==> config.mk <==
export PLATFORM = sky130hd
export DESIGN_NAME = uart_tx_peripheral
export DESIGN_NICKNAME = d
export VERILOG_FILES = /design/src/rtl/uart_tx_pkg.sv /design/src/rtl/uart_tx_fifo.sv /design/src/rtl/uart_tx_peripheral.sv
export SDC_FILE = /design/constraint.sdc
export NUM_CORES = 1
export LEC_CHECK = 0
export ABC_AREA = 1
export ABC_CLOCK_PERIOD_IN_PS = 2800
export CAP_MARGIN = 20
export CORE_MARGIN = 1
export CORE_UTILIZATION = 53
export CTS_BUF_LIST = sky130_fd_sc_hd__clkbuf_2 sky130_fd_sc_hd__clkbuf_4 sky130_fd_sc_hd__clkbuf_8
export CTS_CLUSTER_DIAMETER = 60
export DETAILED_ROUTE_END_ITERATION = 6
export GPL_ROUTABILITY_DRIVEN = 1
export PLACE_DENSITY = 0.79
export SETUP_SLACK_MARGIN = 0.1
export SLEW_MARGIN = 20
export SYNTH_ARGS = -nofsm -noshare
export SYNTH_HDL_FRONTEND = slang
export SYNTH_SLANG_ARGS = --single-unit
export TNS_END_PERCENT = 5
==> constraint.sdc <==
create_clock -name clock -period 2.8 [get_ports clock]
set_input_delay 0.56 -clock clock [delete_from_list [all_inputs] [get_ports clock]]
set_output_delay 0.56 -clock clock [all_outputs]
set_load 0.01 [all_outputs]
==> src/rtl/uart_tx_pkg.sv <==
// Shared UART TX definitions: register offsets, STATUS bit layout and transmitter FSM encodings.
// Firmware headers and the memory controller address decode use these same values.
package uart_tx_pkg;

  localparam logic [2:0] UART_TX_DATA_OFFSET = 3'h0;
  localparam logic [2:0] UART_STATUS_OFFSET  = 3'h4;

  localparam int STATUS_FULL_BIT     = 0;
  localparam int STATUS_EMPTY_BIT    = 1;
  localparam int STATUS_BUSY_BIT     = 2;
  localparam int STATUS_OVERFLOW_BIT = 3;
  localparam int STATUS_COUNT_LSB    = 4;
  localparam int STATUS_COUNT_W      = 7;

  typedef enum logic [1:0] {
    ST_IDLE  = 2'd0,
    ST_START = 2'd1,
    ST_DATA  = 2'd2,
    ST_STOP  = 2'd3
  } uart_state_e;

  function automatic logic [31:0] packStatus(input logic full, input logic empty,
                                             input logic busy, input logic overflow,
                                             input logic [STATUS_COUNT_W-1:0] count);
    logic [31:0] word;
    word = '0;
    word[STATUS_FULL_BIT]     = full;
    word[STATUS_EMPTY_BIT]    = empty;
    word[STATUS_BUSY_BIT]     = busy;
    word[STATUS_OVERFLOW_BIT] = overflow;
    word[STATUS_COUNT_LSB +: STATUS_COUNT_W] = count;
    return word;
  endfunction

endpackage

==> src/rtl/uart_tx_fifo.sv <==
// Synchronous byte FIFO feeding the UART transmitter.
// A push into a full FIFO is accepted only when a pop happens in the same cycle.
module uart_tx_fifo
  import uart_tx_pkg::*;
#(
  parameter int DEPTH = 8
) (
  input  logic                   clock,
  input  logic                   reset,
  input  logic                   push,
  input  logic                   pop,
  input  logic [7:0]             din,
  output logic [7:0]             dout,
  output logic                   full,
  output logic                   empty,
  output logic [$clog2(DEPTH):0] count
);

  localparam int PTR_W = $clog2(DEPTH);

  logic [7:0]       mem_q [DEPTH];
  logic [PTR_W-1:0] wrPtr_q;
  logic [PTR_W-1:0] rdPtr_q;
  logic [PTR_W:0]   count_q;
  logic             doPush;
  logic             doPop;

  assign doPop  = pop && !empty;
  assign doPush = push && (!full || doPop);

  always_ff @(posedge clock) begin
    if (!reset) begin
      wrPtr_q <= '0;
      rdPtr_q <= '0;
      count_q <= '0;
    end else begin
      if (doPush) wrPtr_q <= wrPtr_q + 1'b1;
      if (doPop)  rdPtr_q <= rdPtr_q + 1'b1;
      case ({doPush, doPop})
        2'b10:   count_q <= count_q + 1'b1;
        2'b01:   count_q <= count_q - 1'b1;
        default: count_q <= count_q;
      endcase
    end
  end

  // Storage is left unreset; the pointers alone define what is valid.
  always_ff @(posedge clock) begin
    if (doPush) mem_q[wrPtr_q] <= din;
  end

  assign dout  = mem_q[rdPtr_q];
  assign full  = (count_q == (PTR_W + 1)'(DEPTH));
  assign empty = (count_q == '0);
  assign count = count_q;

endmodule

==> src/rtl/uart_tx_peripheral.sv <==
// Memory-mapped 8N1 UART transmitter: TX_DATA pushes into a byte FIFO, STATUS reports
// FIFO state, line activity and a sticky overflow flag that clears when STATUS is read.
module uart_tx_peripheral
  import uart_tx_pkg::*;
#(
  parameter logic [31:0] BASE_ADDRESS   = 32'h0000_1000,
  parameter int          CLOCKS_PER_BIT = 234,
  parameter int          FIFO_DEPTH     = 8
) (
  input  logic        clock,
  input  logic        reset,
  input  logic [31:0] address,
  input  logic [31:0] input_data,
  input  logic        mem_write,
  input  logic        mem_read,
  output logic [31:0] output_data,
  output logic        tx,
  output logic        tx_busy
);

  localparam int TIMER_W = $clog2(CLOCKS_PER_BIT);
  localparam int COUNT_W = $clog2(FIFO_DEPTH) + 1;
  localparam logic [TIMER_W-1:0] TIMER_RELOAD = TIMER_W'(CLOCKS_PER_BIT - 1);

  uart_state_e        state_q, state_d;
  logic [TIMER_W-1:0] bitTimer_q, bitTimer_d;
  logic [7:0]         shift_q, shift_d;
  logic [2:0]         bitIndex_q, bitIndex_d;
  logic               overflow_q, overflow_d;
  logic [31:0]        outputData_q, outputData_d;

  logic               fifoFull, fifoEmpty, fifoPop, fifoPush;
  logic [7:0]         fifoDout;
  logic [COUNT_W-1:0] fifoCount;
  logic               selected, dataWrite, statusRead, timerExpired;
  logic [2:0]         offset;
  logic               unusedBits;

  assign selected     = (address[31:3] == BASE_ADDRESS[31:3]);
  assign offset       = {address[2], 2'b00};
  assign dataWrite    = selected && mem_write && (offset == UART_TX_DATA_OFFSET);
  assign statusRead   = selected && mem_read && (offset == UART_STATUS_OFFSET);
  assign fifoPush     = dataWrite;
  assign tx_busy      = (state_q != ST_IDLE) || !fifoEmpty;
  assign timerExpired = (bitTimer_q == '0);
  assign unusedBits   = ^{input_data[31:8], address[1:0]};
  assign output_data  = outputData_q;

  uart_tx_fifo #(.DEPTH(FIFO_DEPTH)) fifo (
    .clock (clock),
    .reset (reset),
    .push  (fifoPush),
    .pop   (fifoPop),
    .din   (input_data[7:0]),
    .dout  (fifoDout),
    .full  (fifoFull),
    .empty (fifoEmpty),
    .count (fifoCount)
  );

  // A dropping write in the same cycle as a STATUS read wins, so the flag stays set.
  always_comb begin
    overflow_d   = (overflow_q && !statusRead) || (dataWrite && fifoFull && !fifoPop);
    outputData_d = '0;
    if (statusRead) begin
      outputData_d = packStatus(fifoFull, fifoEmpty, tx_busy, overflow_q,
                                STATUS_COUNT_W'(fifoCount));
    end
  end

  always_comb begin
    state_d    = state_q;
    bitTimer_d = bitTimer_q;
    shift_d    = shift_q;
    bitIndex_d = bitIndex_q;
    fifoPop    = 1'b0;
    tx         = 1'b1;
    case (state_q)
      ST_IDLE: begin
        if (!fifoEmpty) begin
          fifoPop    = 1'b1;
          shift_d    = fifoDout;
          bitTimer_d = TIMER_RELOAD;
          state_d    = ST_START;
        end
      end
      ST_START: begin
        tx = 1'b0;
        if (timerExpired) begin
          bitTimer_d = TIMER_RELOAD;
          bitIndex_d = '0;
          state_d    = ST_DATA;
        end else begin
          bitTimer_d = bitTimer_q - 1'b1;
        end
      end
      ST_DATA: begin
        tx = shift_q[0];
        if (timerExpired) begin
          bitTimer_d = TIMER_RELOAD;
          shift_d    = {1'b0, shift_q[7:1]};
          bitIndex_d = bitIndex_q + 1'b1;
          if (bitIndex_q == 3'd7) state_d = ST_STOP;
        end else begin
          bitTimer_d = bitTimer_q - 1'b1;
        end
      end
      ST_STOP: begin
        if (timerExpired) begin
          bitTimer_d = TIMER_RELOAD;
          state_d    = ST_IDLE;
        end else begin
          bitTimer_d = bitTimer_q - 1'b1;
        end
      end
      default: state_d = ST_IDLE;
    endcase
  end

  always_ff @(posedge clock) begin
    if (!reset) begin
      state_q      <= ST_IDLE;
      bitTimer_q   <= '0;
      shift_q      <= '0;
      bitIndex_q   <= '0;
      overflow_q   <= 1'b0;
      outputData_q <= '0;
    end else begin
      state_q      <= state_d;
      bitTimer_q   <= bitTimer_d;
      shift_q      <= shift_d;
      bitIndex_q   <= bitIndex_d;
      overflow_q   <= overflow_d;
      outputData_q <= outputData_d;
    end
  end

endmodule

==> results.txt, run 1 <==
Status - completed
Layout net count - 686
Worst Hold Launch - overflow_q
Fraction of layout cells with a size suffix above 1 - 11.17%
Crit share post-route - 90.59%
Gp weighted congestion - 0.7894
Syn. warnings - 0
Post-CTS Setup Bufs - 0
DP HPWL - 6.825 mm
PD cells - 818.0 nW/um^2
Top_reg_cell synth - edfxtp_1
Post-synthesis sequential area ratio - 54.74%
Total CTS buffers - 9
Switching share of power - 40.26%
Setup TNS - 0 ps
Min Clock Period, post-route - 2536 ps
Final setup fails - 0
Startpoint class of the critical path - flip-flop
Commonest non-fill, non-tap cell in the layout - nand2_1
P_sw - 1940 uW
DRT Wirelength - 9.967 mm
# fillers - 766
Cell chain of the critical path - inv_1 -> ha_1 -> o21ai_0 -> clkdlybuf4s50_1
CTS Root Cell - clkbuf_8
Clk_skew - 13.26 ps
CTS resizes - 0
Antenna violations before repair - 0
Area Overhead vs Synth - 15.90%
Clk slew on worst S/H paths - 110 ps
Core area - 9284 sq um
Row cnt - 35
Top-area cell type share of the netlist area - 37.80%
Comb pwr share - 38.2%
FFs w/ async S/R, synth - 0%
Fmax - 394.3 MHz
Largest net degree at the start of global routing - 33
CTS tree - built
Relative slew slack - 59.33%
Via count - 3,832
CP endpoint kind - output port
Setup Slack @ Placement - 52.53 ps
WP data required - 2240 ps
WP data arrival - 1980 ps
Most frequent cells in the layout - nand2_1, edfxtp_1, nor2_1, clkdlybuf4s50_1, dfxtp_1
CP peak stage delay - 580 ps
Reg2Reg Setup Slack - 530 ps
Synthesis-stage register bit count - 107
Sequential Power Share - 40.7%
Syn_area_per_cell - 9.311 sq um
H-tree Lvls - 3
Vias in the first global route - 3,592
Worst-path maximum fanout - 5
VDD IR max - 0.4197 mV
Clock Path Buffers - 2
Multi-input logic area - 1894 sq um
Pint - 2879 uW
R2R Path Start - state_q[0]
Reg2reg end - fifo.count[1]
Setup ws final - 263.6 ps
Antenna-violating nets left - 0
Register Area - 2783 sq um
Hold Vio Cnt, Final - 0
WHS Path Cells - 2
I/O pins - 102
Reg2reg path depth - 9
Yosys cell types - 43
Vias/cell - 5.192
Critical Path Slowest Stage Cell - clkdlybuf4s50_1
Leakage Power - 0.002339 uW
Mapped Area - 5084 sq um
CP Class - flip-flop to output port
Die width - 99.94 um
Drt first pass iters - 5
Hold Buf Count CTS - 0
Drc violations - 0
Worst Hold End - output_data[3]
Die Span Y - 99.94 um
Global-route wire length before repair - 16.06 mm
Tot GR Track Use - 21.20%
Clk pwr share - 21.2%
Total Die Area - 9987 sq um
DRT iter0 DRCs - 210
Dominant cell type by area after synthesis - edfxtp_1
Worst-Skew Late Latency - 390 ps
Antenna Diode Count - 0
I/O Buffers - 51
Starting Density - 54.76%
Post-synth EDFFs - 64
Gr ovfl total - 0
WL per Instance - 13.51 um
RSZ-0062 raised after global routing - no
Leading post-synthesis cells by cell area - edfxtp_1, dfxtp_1, nand2_1, nor2_1, buf_4
Synth Instances - 546
Max Cap Viol - 0
Slew @ Worst Pin - 606.2 ps
Hold crit path type - flip-flop to flip-flop
Clock sink count - 107
Slew Limit Fails - 0
-- layout make-up --
type / count / area share, %
Multi-Input combinational cell: 365 / 32.15
Tap cell: 129 / 2.739
Clock buffer: 9 / 2.102
Clock inverter: 7 / 1.678
Timing Repair Buffer: 64 / 10.32
Sequential cell: 107 / 47.23
Inverter: 57 / 3.780
-- critical path, delay by kind of cell (launching register included) --
kind / cells / cell delay [ps]
AOI/OAI and AO/OA: 1 / 250
DFF: 1 / 380
adders and majority gates: 1 / 280
buffers and inverters: 2 / 680
-- cells in the mapped netlist (6+ instances only) --
cell type and number:
o22ai_1 8, o21ai_1 20, or2_1 7, dfxtp_1 43
ha_1 13, buf_4 26, a21oi_1 30, o21ai_0 21
nand4_1 6, nand3_1 38, inv_2 11, edfxtp_1 64
inv_1 42, clkbuf_1 8, nand2_1 95, nor2_1 61
-- power by group through the flow --
stage	clock (uW)	combinational, uW	sequential, uW
floorplan	0	1430	1930
global placement	0	1710	1980
detailed placement	0	1800	1990
CTS	1030	1830	1960
global route	1090	2060	1990
finish	1020	1840	1960
-- layer usage --
layer	up-vias	routed length, um	track usage (%)
li1	1895	-	-
met4	0	180	10.29
met1	1775	4076	24.98
met5	-	0	2.564
met2	145	4987	36.55
met3	17	722	4.596
-- kinds of logic (layout without fill, tap and decap cells) --
kind of cell / count (synthesis) / count (layout) / synth area share (%)
simple gates: 239 / 239 / 22.27
compound gates: 87 / 87 / 9.451
fa+ha+maj: 14 / 14 / 3.593
xor+xnor: 1 / 1 / 0.1723
other cells: 1 / 24 / 0.07377
buf+inv: 97 / 137 / 9.697
flops: 107 / 107 / 54.74
-- per-stage QoR --
step / power (uW) / cell area (sq um) / instances / hold WS [ps] / util (%)
after detailed placement: 3789 / 5669 / 722 / 426.9 / 61.06
final: 4820 / 5892 / 738 / 437.3 / 63.46
after floorplan: 3366 / 5170 / 569 / 408.4 / -
after CTS: 4811 / 5892 / 738 / 445.5 / 63.46
after global routing: 5136 / 5892 / 738 / 468.4 / 63.46
after global placement: 3698 / 5669 / 722 / 418.4 / 61.06
-- state kept, by name (all words and copies together) (netlist names), named ones only --
| signal | flops |
|---|---|
| bitIndex_q | 3 |
| bitTimer_q | 8 |
| fifo.count | 4 |
| fifo.mem_q | 64 |
| fifo.rdPtr_q | 3 |
| fifo.wrPtr_q | 3 |
| output_data | 8 |
| overflow_q | 1 |
| shift_q | 8 |
| state_q | 2 |
-- worst max path at each step --
stage / startpoint / endpoint
2_1_floorplan: address[9] / fifo.count[3]
3_3_place_gp: address[9] / fifo.count[3]
3_5_place_dp: address[9] / fifo.count[3]
4_1_cts: state_q[0] / tx
5_1_grt: state_q[0] / tx
6_report: state_q[0] / tx
Power figures use the tool's default switching activity.
==> inputs of run 2 (changes only) <==
CORE_MARGIN = default   (was 1)
==> results of run 2 <==
The final DEF is identical to that of run 1; final timing and power are the same.
